==> src/rtl/controlador_buffer_pantalla.sv <==
// controlador_buffer_pantalla: owns the displayed 'numeros' register. It queues
// keypad events and ALU results, and applies them only during vertical blanking
// so that the screen never shows a half-updated value.
//
// state   | meaning
// --------+------------------------------------------------------------
// IDLE    | nothing queued
// WAIT_VB | work queued, waiting for vblank
// APPLY   | one action per vblank cycle (the pending result goes first)
module controlador_buffer_pantalla #(
    parameter int DIGITS     = 10,
    parameter int FIFO_DEPTH = 4,
    parameter int KEY_W      = 5
) (
    input  logic                  clk,
    input  logic                  rst_n,
    input  logic                  key_valid,
    input  logic [KEY_W-1:0]      key_code,
    output logic                  key_ready,
    input  logic                  result_valid,
    input  logic [4*DIGITS-1:0]   result,
    input  logic                  vblank,
    output logic [4*DIGITS-1:0]   numeros,
    output logic [3:0]            digit_count,
    output logic                  overflow,
    output logic                  busy
);

    localparam int W  = 4 * DIGITS;
    localparam int PW = $clog2(FIFO_DEPTH);
    localparam int CW = PW + 1;

    localparam logic [KEY_W-1:0] CODE_BORRAR = KEY_W'(21);
    localparam logic [KEY_W-1:0] CODE_AC     = KEY_W'(23);
    localparam logic [KEY_W-1:0] CODE_HEX_LIM = KEY_W'(16);
    localparam logic [3:0]       DIGITS_C    = 4'(DIGITS);

    typedef enum logic [1:0] {IDLE, WAIT_VB, APPLY} state_t;

    state_t             state;
    logic [KEY_W-1:0]   mem [FIFO_DEPTH];
    logic [PW-1:0]      wr_ptr;
    logic [PW-1:0]      rd_ptr;
    logic [CW-1:0]      fifo_cnt;
    logic [CW-1:0]      cnt_next;
    logic [W-1:0]       pending_result;
    logic               pending;
    logic               result_shown;
    logic               fifo_empty;
    logic               push;
    logic               pop;
    logic               act;
    logic               take_result;
    logic               work_after;
    logic [KEY_W-1:0]   head;

    assign fifo_empty  = (fifo_cnt == '0);
    assign key_ready   = (fifo_cnt != CW'(FIFO_DEPTH));
    assign push        = key_valid && key_ready;
    assign busy        = !fifo_empty || pending;
    assign act         = (state == APPLY) && vblank && busy;
    assign take_result = act && pending;
    assign pop         = act && !pending && !fifo_empty;
    assign head        = mem[rd_ptr];
    assign cnt_next    = fifo_cnt + CW'(push) - CW'(pop);
    // Work still queued after this cycle's action, counting arrivals in the same cycle
    assign work_after  = (cnt_next != '0) || result_valid || (pending && !take_result);

    // Key event storage; contents need no reset because the pointers qualify them
    always_ff @(posedge clk) begin
        if (push) mem[wr_ptr] <= key_code;
    end

    // FIFO pointers and occupancy
    always_ff @(posedge clk or negedge rst_n) begin
        if (!rst_n) begin
            wr_ptr   <= '0;
            rd_ptr   <= '0;
            fifo_cnt <= '0;
        end else begin
            if (push) wr_ptr <= wr_ptr + PW'(1);
            if (pop)  rd_ptr <= rd_ptr + PW'(1);
            fifo_cnt <= cnt_next;
        end
    end

    // Pending result: a new pulse wins over clearing, so a result that arrives
    // in the same cycle as an apply stays queued for the next blanking cycle
    always_ff @(posedge clk or negedge rst_n) begin
        if (!rst_n) begin
            pending_result <= '0;
            pending        <= 1'b0;
        end else if (result_valid) begin
            pending_result <= result;
            pending        <= 1'b1;
        end else if (take_result) begin
            pending        <= 1'b0;
        end
    end

    // Sequencing FSM plus the display register updates it performs
    always_ff @(posedge clk or negedge rst_n) begin
        if (!rst_n) begin
            state        <= IDLE;
            numeros      <= '0;
            digit_count  <= '0;
            overflow     <= 1'b0;
            result_shown <= 1'b0;
        end else begin
            case (state)
                IDLE: begin
                    if (busy) state <= vblank ? APPLY : WAIT_VB;
                end
                WAIT_VB: begin
                    if (vblank) state <= APPLY;
                end
                APPLY: begin
                    if (!vblank) begin
                        state <= busy ? WAIT_VB : IDLE;
                    end else begin
                        state <= work_after ? APPLY : IDLE;
                        if (take_result) begin
                            numeros      <= pending_result;
                            digit_count  <= DIGITS_C;
                            result_shown <= 1'b1;
                        end else if (pop) begin
                            if (head < CODE_HEX_LIM) begin
                                if (result_shown) begin
                                    numeros      <= {{(W-4){1'b0}}, head[3:0]};
                                    digit_count  <= 4'd1;
                                    result_shown <= 1'b0;
                                end else if (digit_count < DIGITS_C) begin
                                    numeros     <= {numeros[W-5:0], head[3:0]};
                                    digit_count <= digit_count + 4'd1;
                                end else begin
                                    overflow <= 1'b1;
                                end
                            end else if (head == CODE_BORRAR) begin
                                numeros      <= numeros >> 4;
                                result_shown <= 1'b0;
                                if (digit_count != 4'd0) digit_count <= digit_count - 4'd1;
                            end else if (head == CODE_AC) begin
                                numeros      <= '0;
                                digit_count  <= 4'd0;
                                overflow     <= 1'b0;
                                result_shown <= 1'b0;
                            end
                        end
                    end
                end
                default: state <= IDLE;
            endcase
        end
    end

endmodule

==> config.mk <==
export PLATFORM = sky130hd
export DESIGN_NAME = controlador_buffer_pantalla
export DESIGN_NICKNAME = d
export VERILOG_FILES = /design/src/rtl/controlador_buffer_pantalla.sv
export SDC_FILE = /design/constraint.sdc
export NUM_CORES = 1
export LEC_CHECK = 0
export BUFFER_PORTS_ARGS = -buffer_cell sky130_fd_sc_hd__buf_2
export CELL_PAD_IN_SITES_DETAIL_PLACEMENT = 2
export CELL_PAD_IN_SITES_GLOBAL_PLACEMENT = 2
export CORE_MARGIN = 5
export CORE_UTILIZATION = 37
export CTS_CLUSTER_DIAMETER = 40
export CTS_CLUSTER_SIZE = 24
export DETAILED_ROUTE_END_ITERATION = 7
export GPL_ROUTABILITY_DRIVEN = 0
export GPL_TIMING_DRIVEN = 0
export PLACE_DENSITY = 0.8
export SETUP_SLACK_MARGIN = 0.2
export SLEW_MARGIN = 10
export SYNTH_ARGS = -nofsm -noshare
export SYNTH_HDL_FRONTEND = slang
export SYNTH_SLANG_ARGS = --single-unit
==> constraint.sdc <==
create_clock -name clk -period 3.3 [get_ports clk]
set_input_delay 0.33 -clock clk [delete_from_list [all_inputs] [get_ports clk]]
set_output_delay 0.33 -clock clk [all_outputs]
set_load 0.05 [all_outputs]
==> results.py <==
metrics = {
    "run_status": {
        "status": "completed",
    },
    "pwr": {
        "peakVddDrop_uv": 425,
        "p_per_area_nw_per_um2": 979,
        "power.leakage_nw": 2.93,
    },
    "layout": {
        "layout.cells.non_filler": 765,
        "area_growth_pct": 23.6,
        "multiInputGateArea_um2": 2210,
        "final_nets": 628,
        "diodes": 0,
        "design_area_um2": 6670,
        "register_area_um2": 3000,
        "fill_cells": 1496,
        "drive_above_1_share": 0.327,
    },
    "synthesis": {
        "synth_fa_ha_area_frac": 0.0246,
        "synth_cell_types": 46,
        "synthFlopType": "dfrtp_1",
        "syn_avg_cell_area_um2": 11.9,
        "synth.cell_area_um2": 5400,
        "yosysTopAreaCell": "dfrtp_1",
        "synth-compound-area-share": 0.150,
        "yosysMostFrequentCell": "dfrtp_1",
        "synth_xor_area_frac": 0.00974,
        "synth_area_leaders": "dfrtp_1 45%, edfxtp_1 11%, mux2_2 9.0%, a221oi_1 6.2%, o31ai_1 4.9%",
        "synth_edf_count": 20,
        "synthCells": 452,
        "netlist.area_leader.share": 0.445,
        "synth_async_sr_flop_share": 0.828,
        "ys_top_cells_by_count": "96 x dfrtp_1, 52 x nand2_1, 43 x mux2_2",
        "yosysWarnings": 0,
        "muxShareOfSynthArea": 0.115,
        "synth_top_family_by_area": "compound AO/OA/AOI/OAI gates",
        "synth-simple-area-share": 0.110,
        "seq_area_frac_synth": 0.556,
        "syn_nets": 512,
        "ys_ff_latch": 116,
    },
    "sta": {
        "fin_crit_ns": 2.88,
        "relSlewSlack": 0.538,
        "final.setup.tns_ns": 0,
        "timing.fmax_mhz": 347,
        "final_max_slew_viol_count": 0,
        "grt_setup_unrepaired": "no",
        "finalHoldViolations": 0,
        "post-route-period-util": 0.873,
        "worst_slew_pin_slew_ns": 0.690,
        "setup_viol": 0,
        "fin_worst_skew_ns": 0.00703,
    },
    "die": {
        "start_util": 0.374,
        "dieHeight_um": 131,
        "die_w_um": 131,
        "rows": 44,
        "core_um2": 14400,
        "fp.dieArea_um2": 17100,
        "ios": 97,
    },
    "critical_path": {
        "startpoint_type": "flop",
        "required_ns": 3.60,
        "crit_type": "flop to flop",
        "worstPathMaxFanout": 6,
        "worst_ep_arrival_time_ns": 3.18,
        "endpoint_kind": "flop",
    },
    "clock_tree": {
        "clk_latency_ns": 0.42,
        "cts_setup_buffers": 0,
        "ctsHtreeMaxLevel": 4,
        "cts_tree": "built",
        "clock_sinks": 116,
        "numCtsBuffers": 17,
        "clkTransAtPathRegs_ns": 0.05,
        "clock_path_buffers": 2,
        "cts_root_buf": "clkbuf_16",
    },
    "global_route": {
        "grt_pass1_vias": 4843,
        "grt_usage": 0.226,
        "grt_antenna_before_repair": 0,
        "overflow": 0,
        "grt_pass1_wl_mm": 28.8,
        "grt_max_degree": 57,
    },
    "hold_path": {
        "hp-class": "input pin to flop",
    },
    "placement": {
        "portBuffers": 95,
        "place_inst": 732,
        "place_area_um2": 6130,
        "dp_hpwl_mm": 13.0,
    },
    "detailed_routing": {
        "avgViaCountPerCell": 5.65,
        "drtPass1Iterations": 5,
        "drc": 0,
        "vias": 4322,
        "wirelength_mm": 18.2,
        "wire_per_inst_um": 23.8,
        "final_antenna_net_count": 0,
        "drt-initial-drc-count": 271,
    },
    "job": {
        "cap_violations": 0,
    },
}
what timing repair did:
| item | CTS | global route |
|---|---|---|
| setup endpoints to repair | 1 | 0 |
| resized for setup | 1 | 0 |
| hold endpoints to repair | 40 | 0 |
| hold buffers | 1 | 0 |
sequential cells by signal, indices dropped and copies added, names as in the netlist:
name	cells
pending	1
mem	20
pending_result	40
fifo_cnt	3
numeros	40
wr_ptr	2
overflow	1
digit_count	4
rd_ptr	2
state	2
result_shown	1
cell type report:
type | instances | share of cell area
clock buffer | 27 | 0.0739
buffer | 31 | 0.0235
sequential | 116 | 0.450
multi-input combinational | 296 | 0.331
tap | 184 | 0.0345
timing repair buffer | 97 | 0.0773
inverter | 9 | 0.00507
clock inverter | 5 | 0.00413
cells in the final DEF (no fill, tap or decap), types with 2 or more instances in the layout:
| cell | instances |
|---|---|
| a21o_1 | 2 |
| a21oi_1 | 9 |
| a221oi_1 | 38 |
| and2_1 | 2 |
| and3_1 | 9 |
| buf_1 | 4 |
| buf_2 | 102 |
| buf_6 | 4 |
| clkbuf_1 | 22 |
| clkbuf_16 | 17 |
| clkbuf_8 | 3 |
| clkinv_2 | 4 |
| dfrtp_1 | 96 |
| edfxtp_1 | 20 |
| ha_1 | 9 |
| inv_1 | 9 |
| mux2_2 | 43 |
| mux4_2 | 5 |
| nand2_1 | 52 |
| nand2b_1 | 3 |
| nand3_1 | 3 |
| nor2_1 | 41 |
| nor3_1 | 5 |
| nor4_1 | 2 |
| o21ai_0 | 5 |
| o21ai_1 | 5 |
| o31ai_1 | 35 |
| or2_2 | 2 |
| xnor2_1 | 5 |
metal layers:
metal,up-vias,track usage,share of wire,wire (um)
li1,1922,-,-,-
met3,22,0.0500,0.051,924
met2,122,0.392,0.52,9510
met5,-,0,0,0
met4,0,0.0635,0.014,251
met1,2256,0.286,0.41,7510
cells by family (layout without fill, tap and decap cells):
family | after synthesis | after routing
buffers and inverters | 40 | 169
AOI/OAI and AO/OA | 104 | 104
muxes | 49 | 49
DFF | 116 | 116
adders and majority gates | 10 | 10
xor gates and xnor gates | 6 | 6
and+or+nand+nor | 127 | 127
stage by stage:
| step | utilization | worst slack, ns | power, mW | hold WS, ns |
|---|---|---|---|---|
| floorplan | - | 0.737 | 3.99 | 0.0344 |
| global placement | 0.423 | 0.548 | 4.70 | 0.496 |
| detailed placement | 0.425 | 0.257 | 4.87 | 0.366 |
| CTS | 0.462 | 0.396 | 6.59 | 0.114 |
| global route | 0.462 | 0.252 | 6.85 | 0.122 |
| finish | 0.462 | 0.419 | 6.53 | 0.126 |
worst max-delay path, cell delays in order, from the launching register on:
cell and delay, ns:
dfrtp_1 0.44, nand3b_1 0.28, nor3_2 0.45, ha_1 0.20
inv_1 0.04, ha_1 0.20, fa_1 0.42, xnor2_1 0.28
xnor2_1 0.14, nor3_1 0.24, nor3_1 0.08
power by group:
group	total (mW)	internal [mW]	switching, mW
clock network	1.64	1.01	0.629
logic	2.60	0.754	1.85
registers	2.29	1.84	0.444
worst paths after layout:
path	from	end	slack, ns	cells after the start
setup / recovery	state[0]	state[1]	0.42	10
hold / removal	key_code[0]	mem[0][0]	0.13	1
setup reg to reg	state[0]	state[1]	0.42	10
hold reg to reg	pending_result[32]	pending_result[32]	0.51	1
max in group asynchronous	rst_n	pending_result[13]	2.15	3
min in group asynchronous	rst_n	pending_result[34]	0.46	2
(Power assumes the default switching activity.)
